`src/rtl/sipo_frame_rx.sv`:
```
// ============================================================================
// Module  : sipo_frame_rx
// Brief   : Start-bit framed serial-to-parallel receiver, MSB-first, with a
//           registered valid/ready output and sticky overrun flag.
//           Optional even-parity bit when SIPO_PARITY_EN is defined.
// Rev     : 1.0
// ============================================================================
`default_nettype none

module sipo_frame_rx #(
  parameter int WIDTH = 4
) (
  input  logic             clk,
  input  logic             rst,
  input  logic             bit_en,
  input  logic             serial_in,
  input  logic             out_ready,
  input  logic             ovr_clr,
  output logic [WIDTH-1:0] data_out,
  output logic             out_valid,
  output logic             overrun,
  output logic             parity_err,
  output logic             busy
);

  localparam int             CW   = $clog2(WIDTH);
  localparam logic [CW-1:0]  LAST = CW'(WIDTH - 1);

`ifdef SIPO_PARITY_EN
  typedef enum logic [1:0] {
    IDLE   = 2'd0,
    DATA   = 2'd1,
    PARITY = 2'd2
  } state_t;
`else
  typedef enum logic [1:0] {
    IDLE   = 2'd0,
    DATA   = 2'd1
  } state_t;
`endif

  state_t           state;
  logic [WIDTH-1:0] shreg;
  logic [CW-1:0]    bit_cnt;

  logic [WIDTH-1:0] shifted;
  logic             commit;
  logic [WIDTH-1:0] commit_word;
`ifdef SIPO_PARITY_EN
  logic             commit_perr;
`endif

  assign shifted = {shreg[WIDTH-2:0], serial_in};

  // The committed word must include the bit sampled on the commit edge itself.
  always_comb begin
    commit      = 1'b0;
    commit_word = shifted;
`ifdef SIPO_PARITY_EN
    commit_perr = 1'b0;
`endif
    if (bit_en) begin
      case (state)
`ifdef SIPO_PARITY_EN
        PARITY: begin
          commit      = 1'b1;
          commit_word = shreg;
          commit_perr = (^shreg) ^ serial_in;
        end
`else
        DATA: begin
          commit = (bit_cnt == LAST);
        end
`endif
        default: begin
          commit = 1'b0;
        end
      endcase
    end
  end

  always_ff @(posedge clk or negedge rst) begin
    if (!rst) begin
      state     <= IDLE;
      shreg     <= '0;
      bit_cnt   <= '0;
      busy      <= 1'b0;
      data_out  <= '0;
      out_valid <= 1'b0;
      overrun   <= 1'b0;
    end else begin
      if (bit_en) begin
        case (state)
          IDLE: begin
            if (serial_in) begin
              state   <= DATA;
              bit_cnt <= '0;
              busy    <= 1'b1;
            end
          end
          DATA: begin
            shreg <= shifted;
            if (bit_cnt == LAST) begin
`ifdef SIPO_PARITY_EN
              state <= PARITY;
`else
              state <= IDLE;
              busy  <= 1'b0;
`endif
            end else begin
              bit_cnt <= bit_cnt + 1'b1;
            end
          end
          default: begin
            state <= IDLE;
            busy  <= 1'b0;
          end
        endcase
      end

      // A commit on an accepting edge replaces the word without overrun.
      if (commit) begin
        data_out  <= commit_word;
        out_valid <= 1'b1;
      end else if (out_ready) begin
        out_valid <= 1'b0;
      end

      if (commit && out_valid && !out_ready) begin
        overrun <= 1'b1;
      end else if (ovr_clr) begin
        overrun <= 1'b0;
      end
    end
  end

`ifdef SIPO_PARITY_EN
  always_ff @(posedge clk or negedge rst) begin
    if (!rst) begin
      parity_err <= 1'b0;
    end else if (commit) begin
      parity_err <= commit_perr;
    end
  end
`else
  assign parity_err = 1'b0;
`endif

endmodule

`default_nettype wire

```
`config.mk`:
```
export PLATFORM = sky130hd
export DESIGN_NAME = sipo_frame_rx
export DESIGN_NICKNAME = d
export VERILOG_FILES = /design/src/rtl/sipo_frame_rx.sv
export SDC_FILE = /design/constraint.sdc
export NUM_CORES = 1
export LEC_CHECK = 0
export BUFFER_PORTS_ARGS = -buffer_cell sky130_fd_sc_hd__buf_2
export CAP_MARGIN = 5
export CELL_PAD_IN_SITES_DETAIL_PLACEMENT = 0
export CELL_PAD_IN_SITES_GLOBAL_PLACEMENT = 1
export CORE_AREA = 2 2 39 41
export CTS_BUF_LIST = sky130_fd_sc_hd__clkbuf_4 sky130_fd_sc_hd__clkbuf_8
export CTS_CLUSTER_DIAMETER = 30
export DETAILED_ROUTE_END_ITERATION = 8
export DIE_AREA = 0 0 41 43
export HOLD_SLACK_MARGIN = 0.03
export PLACE_DENSITY = 0.76
export SETUP_SLACK_MARGIN = 0.5
export SLEW_MARGIN = 20
export SYNTH_ARGS = -nofsm -noshare
export SYNTH_HDL_FRONTEND = slang
export SYNTH_SLANG_ARGS = --single-unit
```
`constraint.sdc`:
```
create_clock -name clk -period 1.55 [get_ports clk]
set_input_delay 0.3875 -clock clk [delete_from_list [all_inputs] [get_ports clk]]
set_output_delay 0.3875 -clock clk [all_outputs]
set_load 0.02 [all_outputs]
```
* Word level (Yosys, flattened, before mapping) *
Cells that the tools add are included.

word-level totals
  memories = 0
  latch bits = 0
  RAM bits = 0
  memory bits (read-only) = 0
  output and inout bits = 8
  logic and storage cells = 38
  flip-flop bits (word level) = 14
  bits of input ports = 6

operators by class
  shift-type cells = 0
  mux-type cells = 15
  divide/modulo/power cells = 0
  reductions and logical operators = 10
  magnitude comparators = 0
  multipliers = 0
  eq/ne operators = 5
  add/sub/neg operators = 1
  bitwise operators = 0

operators by type and width
  operator               count
  $mux W1                8
  $mux W2                4
  $pmux W2 S2            2
  $ne A2 B2 Y1 const B   3
  $reduce_bool A2 Y1     3
  $reduce_and A4 Y1      1
  $reduce_and A3 Y1      1
  $add A2 B1 Y2 const B  1
  $eq A2 B1 Y1 const B   1
  $eq A2 B2 Y1 const B   1
  $logic_and A1 B1 Y1    2
  $logic_not A2 Y1       1
  $pmux W1 S2            1
  $reduce_and A2 Y1      1
  $logic_not A1 Y1       1

* Depth between registers and ports, before layout *
  depth after elaboration = 6
  mapped depth = 3
  gate-level depth less buffers = 3

* Worst setup path before layout *
Ideal clock, no wire load.

  path type = flip-flop to flip-flop
  start = reg bit_cnt[0]
  end = reg bit_cnt[0]
  path slack = 0.325 ns
  arrival time = 1.101 ns
  library setup time = 0.124 ns
  stages on the path, launching flop included = 4
  required time = 1.426 ns
  path buffers = 0
  clock period less this slack = 1.225 ns
  path through = dfrtp_1 -> ha_1 -> and3_2 -> a211o_1

on the way
  cells in the longest elaborated chain, start to end = 3
  elaborated cells between the ends (all ways) = 6
  classes of those cells = add/sub (1); eq/ne (2); mux (2); reduce/logical (1)

RTL lines
  item                                                     RTL line  text
  start: declaration                                       44        logic [CW-1:0] bit_cnt;
  start signal: assignment                                 111       bit_cnt <= bit_cnt + 1'b1;
  $add A2 B1 Y2 / $eq A2 B2 Y1 (equally long branches)     111, 103
  $mux W2 / $ne A2 B2 Y1 (equally long branches)           -
  $pmux W2 S2 / $reduce_and A4 Y1 (equally long branches)  -

Parallel ways exist; a longest one is shown, timed or not. The select of a mux whose other input is x is not followed.
A chain may end at the register's enable or synchronous reset.

* Final worst setup path *
  start = reg busy
  end = out busy

RTL lines
  item                      RTL line  text
  start: declaration        23        output logic busy
  start signal: assignment  87        busy <= 1'b0;
  start signal: assignment  98        busy <= 1'b1;
  start signal: assignment  108       busy <= 1'b0;

No word-level cell between the ends.

==> out/summary.txt <==
Die area - 1760 um2
Synth Instances - 37
Initial DRT Pass Iterations - 4
Critical path class - reg -> out
Die X - 41 um
Number of global-route vias before repair - 386
Post-Syn Area - 529 um2
Setup TNS - 0 ns
Final Max Tran Viols - 0
CP peak stage delay - 0.42 ns
CORE AREA - 1380 um2
Clock Skews - 0.000669 ns
IO Count - 14
Num rows - 14
Required @ worst endpoint - 1.16 ns
Port bufs - 12
Final setup fails - 0
H-Tree Level Count - 1
Clock Latency Late Sink - 0.27 ns
Synthesis warning total - 0
Synth cell types - 20
Syn Nets - 44
WL per Instance - 13.5 um
Avg Vias per Cell - 4.93
Initial antenna violation count - 0
DRC errors left - 0
Final WL - 1.08 mm
Nets - 72
Final Critical Period - 1.21 ns
Sw Ratio - 0.317
Clock transition at path regs - 0.07 ns
First-pass GRT wire length - 1.58 mm
Critical-path maximum fanout - 2
Clk network pwr share - 0.146
Combinational share of power - 0.518
Die height - 43 um
CP max-delay cell - dfrtp_2
P_int - 1.15 mW
Design area - 832 um2
#FFs+latches synth - 12
Endpoint type of the worst setup path - output port
P_leak - 0.421 nW
Syn-to-layout area delta - 57.2%
Mapped Avg Cell Area - 14.3 um2
N_diodes - 0
Number of fillers in the final layout - 107
Crit-path leading delay family - flip-flops
Final Hold Fails - 0
Iteration-0 DRC count of the detailed router - 3
VDD IR-drop max - 0.868 mV
Area post-placement - 619 um2
Antenna viol nets, final - 0
Layout cells sized above 1 - 0.641
Final Cycle Share - 0.783
CTS Buf Count - 3
PwrDens - 2020 nW/um2
Total number of vias - 394
Starting density of the core - 0.382
Worst Path Buf+Inv - 1
Register Area - 302 um2
Pin count of the biggest net entering global routing - 13
Hold Path Class - in -> reg
CP cell instances - buf_6
CTS root buffer - clkbuf_4
P_sw - 0.532 mW
Clk buf depth - 2
Status - completed
Critical Path AT - 0.83 ns
Startpoint types - flip-flop
Commonest cells after routing, fill and taps aside - dfrtp_1 (11), buf_6 (11), mux2_4 (7), buf_4 (7), buf_2 (5)
TritonCTS clock tree - done
DP Wirelength - 613 um
Footprint of the multi-input gates - 259 um2
Global placement routability congestion - 0.664
Unrepaired setup endpoints after global routing - true
Reg power frac - 0.336
Clock sinks - 12
Register area share after synthesis - 0.567
F_max - 824 MHz
Max-cap violations - 0
Grt total ovfl - 0
Gr usage total - 0.139
-- flip-flops by register name, summed over array words and instances, names as in the netlist --
| signal | flops |
|---|---|
| data_out | 4 |
| shreg | 3 |
| bit_cnt | 2 |
| busy | 1 |
| out_valid | 1 |
| overrun | 1 |
-- logic make-up after synthesis --
group           count (synthesis)  share of synthesized area
fa+ha+maj                       1                     0.0236
simple gates                    8                      0.128
buf+inv                         2                     0.0213
other cells                     1                    0.00709
mux                             7                      0.177
flops                          12                      0.567
compound gates                  6                     0.0757
-- Yosys cell counts --
| library cell | n | area, um2 |
|---|---|---|
| nand2_2 | 1 | 6.26 |
| mux2_1 | 3 | 33.8 |
| conb_1 | 1 | 3.75 |
| a211o_1 | 2 | 17.5 |
| dfrtp_1 | 12 | 300 |
| buf_4 | 1 | 7.51 |
| mux2_4 | 4 | 60.1 |
| a21oi_1 | 1 | 5.00 |
| ha_1 | 1 | 12.5 |
| o21ai_1 | 1 | 5.00 |
| nand3_4 | 1 | 17.5 |
| a31oi_1 | 1 | 6.26 |
| nand2b_1 | 1 | 6.26 |
| and3_1 | 1 | 6.26 |
| o22ai_1 | 1 | 6.26 |
| nand2_1 | 1 | 3.75 |
| and4b_1 | 1 | 10.0 |
| nor4bb_1 | 1 | 10.0 |
| and3_2 | 1 | 7.51 |
| inv_1 | 1 | 3.75 |
-- per-stage QoR --
stage | util | hold WS [ns] | std cells | total power, mW | setup WS [ns]
after floorplan | - | 0.0919 | 37 | 0.920 | 0.422
after global placement | 0.448 | 0.280 | 64 | 1.05 | 0.394
after detailed placement | 0.448 | 0.280 | 64 | 1.06 | 0.382
after CTS | 0.561 | 0.301 | 78 | 1.57 | 0.335
after global routing | 0.601 | 0.318 | 80 | 1.78 | 0.314
final | 0.601 | 0.321 | 80 | 1.68 | 0.337
-- power by group through the flow --
stage,combinational [mW],sequential (mW),clock (mW)
finish,0.869,0.564,0.245
global route,0.928,0.581,0.267
CTS,0.755,0.555,0.258
detailed placement,0.488,0.576,0
global placement,0.481,0.572,0
floorplan,0.272,0.648,0
-- repair_timing --
action	in CTS	in global routing
endpoints found under the setup margin	13	18
setup buffers	9	2
pin swaps	0	1
hold buffers	1	0
endpoints found under the hold margin	12	0
gates resized for setup	14	10
-- path summary, 6_finish.rpt --
| kind | from | endpoint | slack [ns] | depth (start not counted) |
|---|---|---|---|---|
| setup / recovery | busy | busy | 0.34 | 1 |
| hold / removal | ovr_clr | overrun | 0.32 | 2 |
| setup reg to reg | busy | bit_cnt[1] | 0.34 | 4 |
| hold reg to reg | shreg[2] | shreg[2] | 0.52 | 1 |
| max in group asynchronous | rst | busy | 0.77 | 2 |
| min in group asynchronous | rst | data_out[0] | 0.54 | 2 |
-- metal layers --
layer	wire, um	part of all wire	track usage	vias up
met4	0	0	0.100	0
li1	-	-	-	187
met3	58	0.054	0.0314	0
met1	478	0.44	0.172	193
met5	0	0	0	-
met2	545	0.50	0.200	14
-- cell type report --
| class | instances | area share |
|---|---|---|
| Tap cell | 16 | 0.0241 |
| Clock buffer | 4 | 0.0436 |
| Timing Repair Buffer | 24 | 0.254 |
| Multi-Input combinational cell | 23 | 0.311 |
| Sequential cell | 12 | 0.362 |
| Inverter | 1 | 0.00451 |
Power figures use the tool's default switching activity.
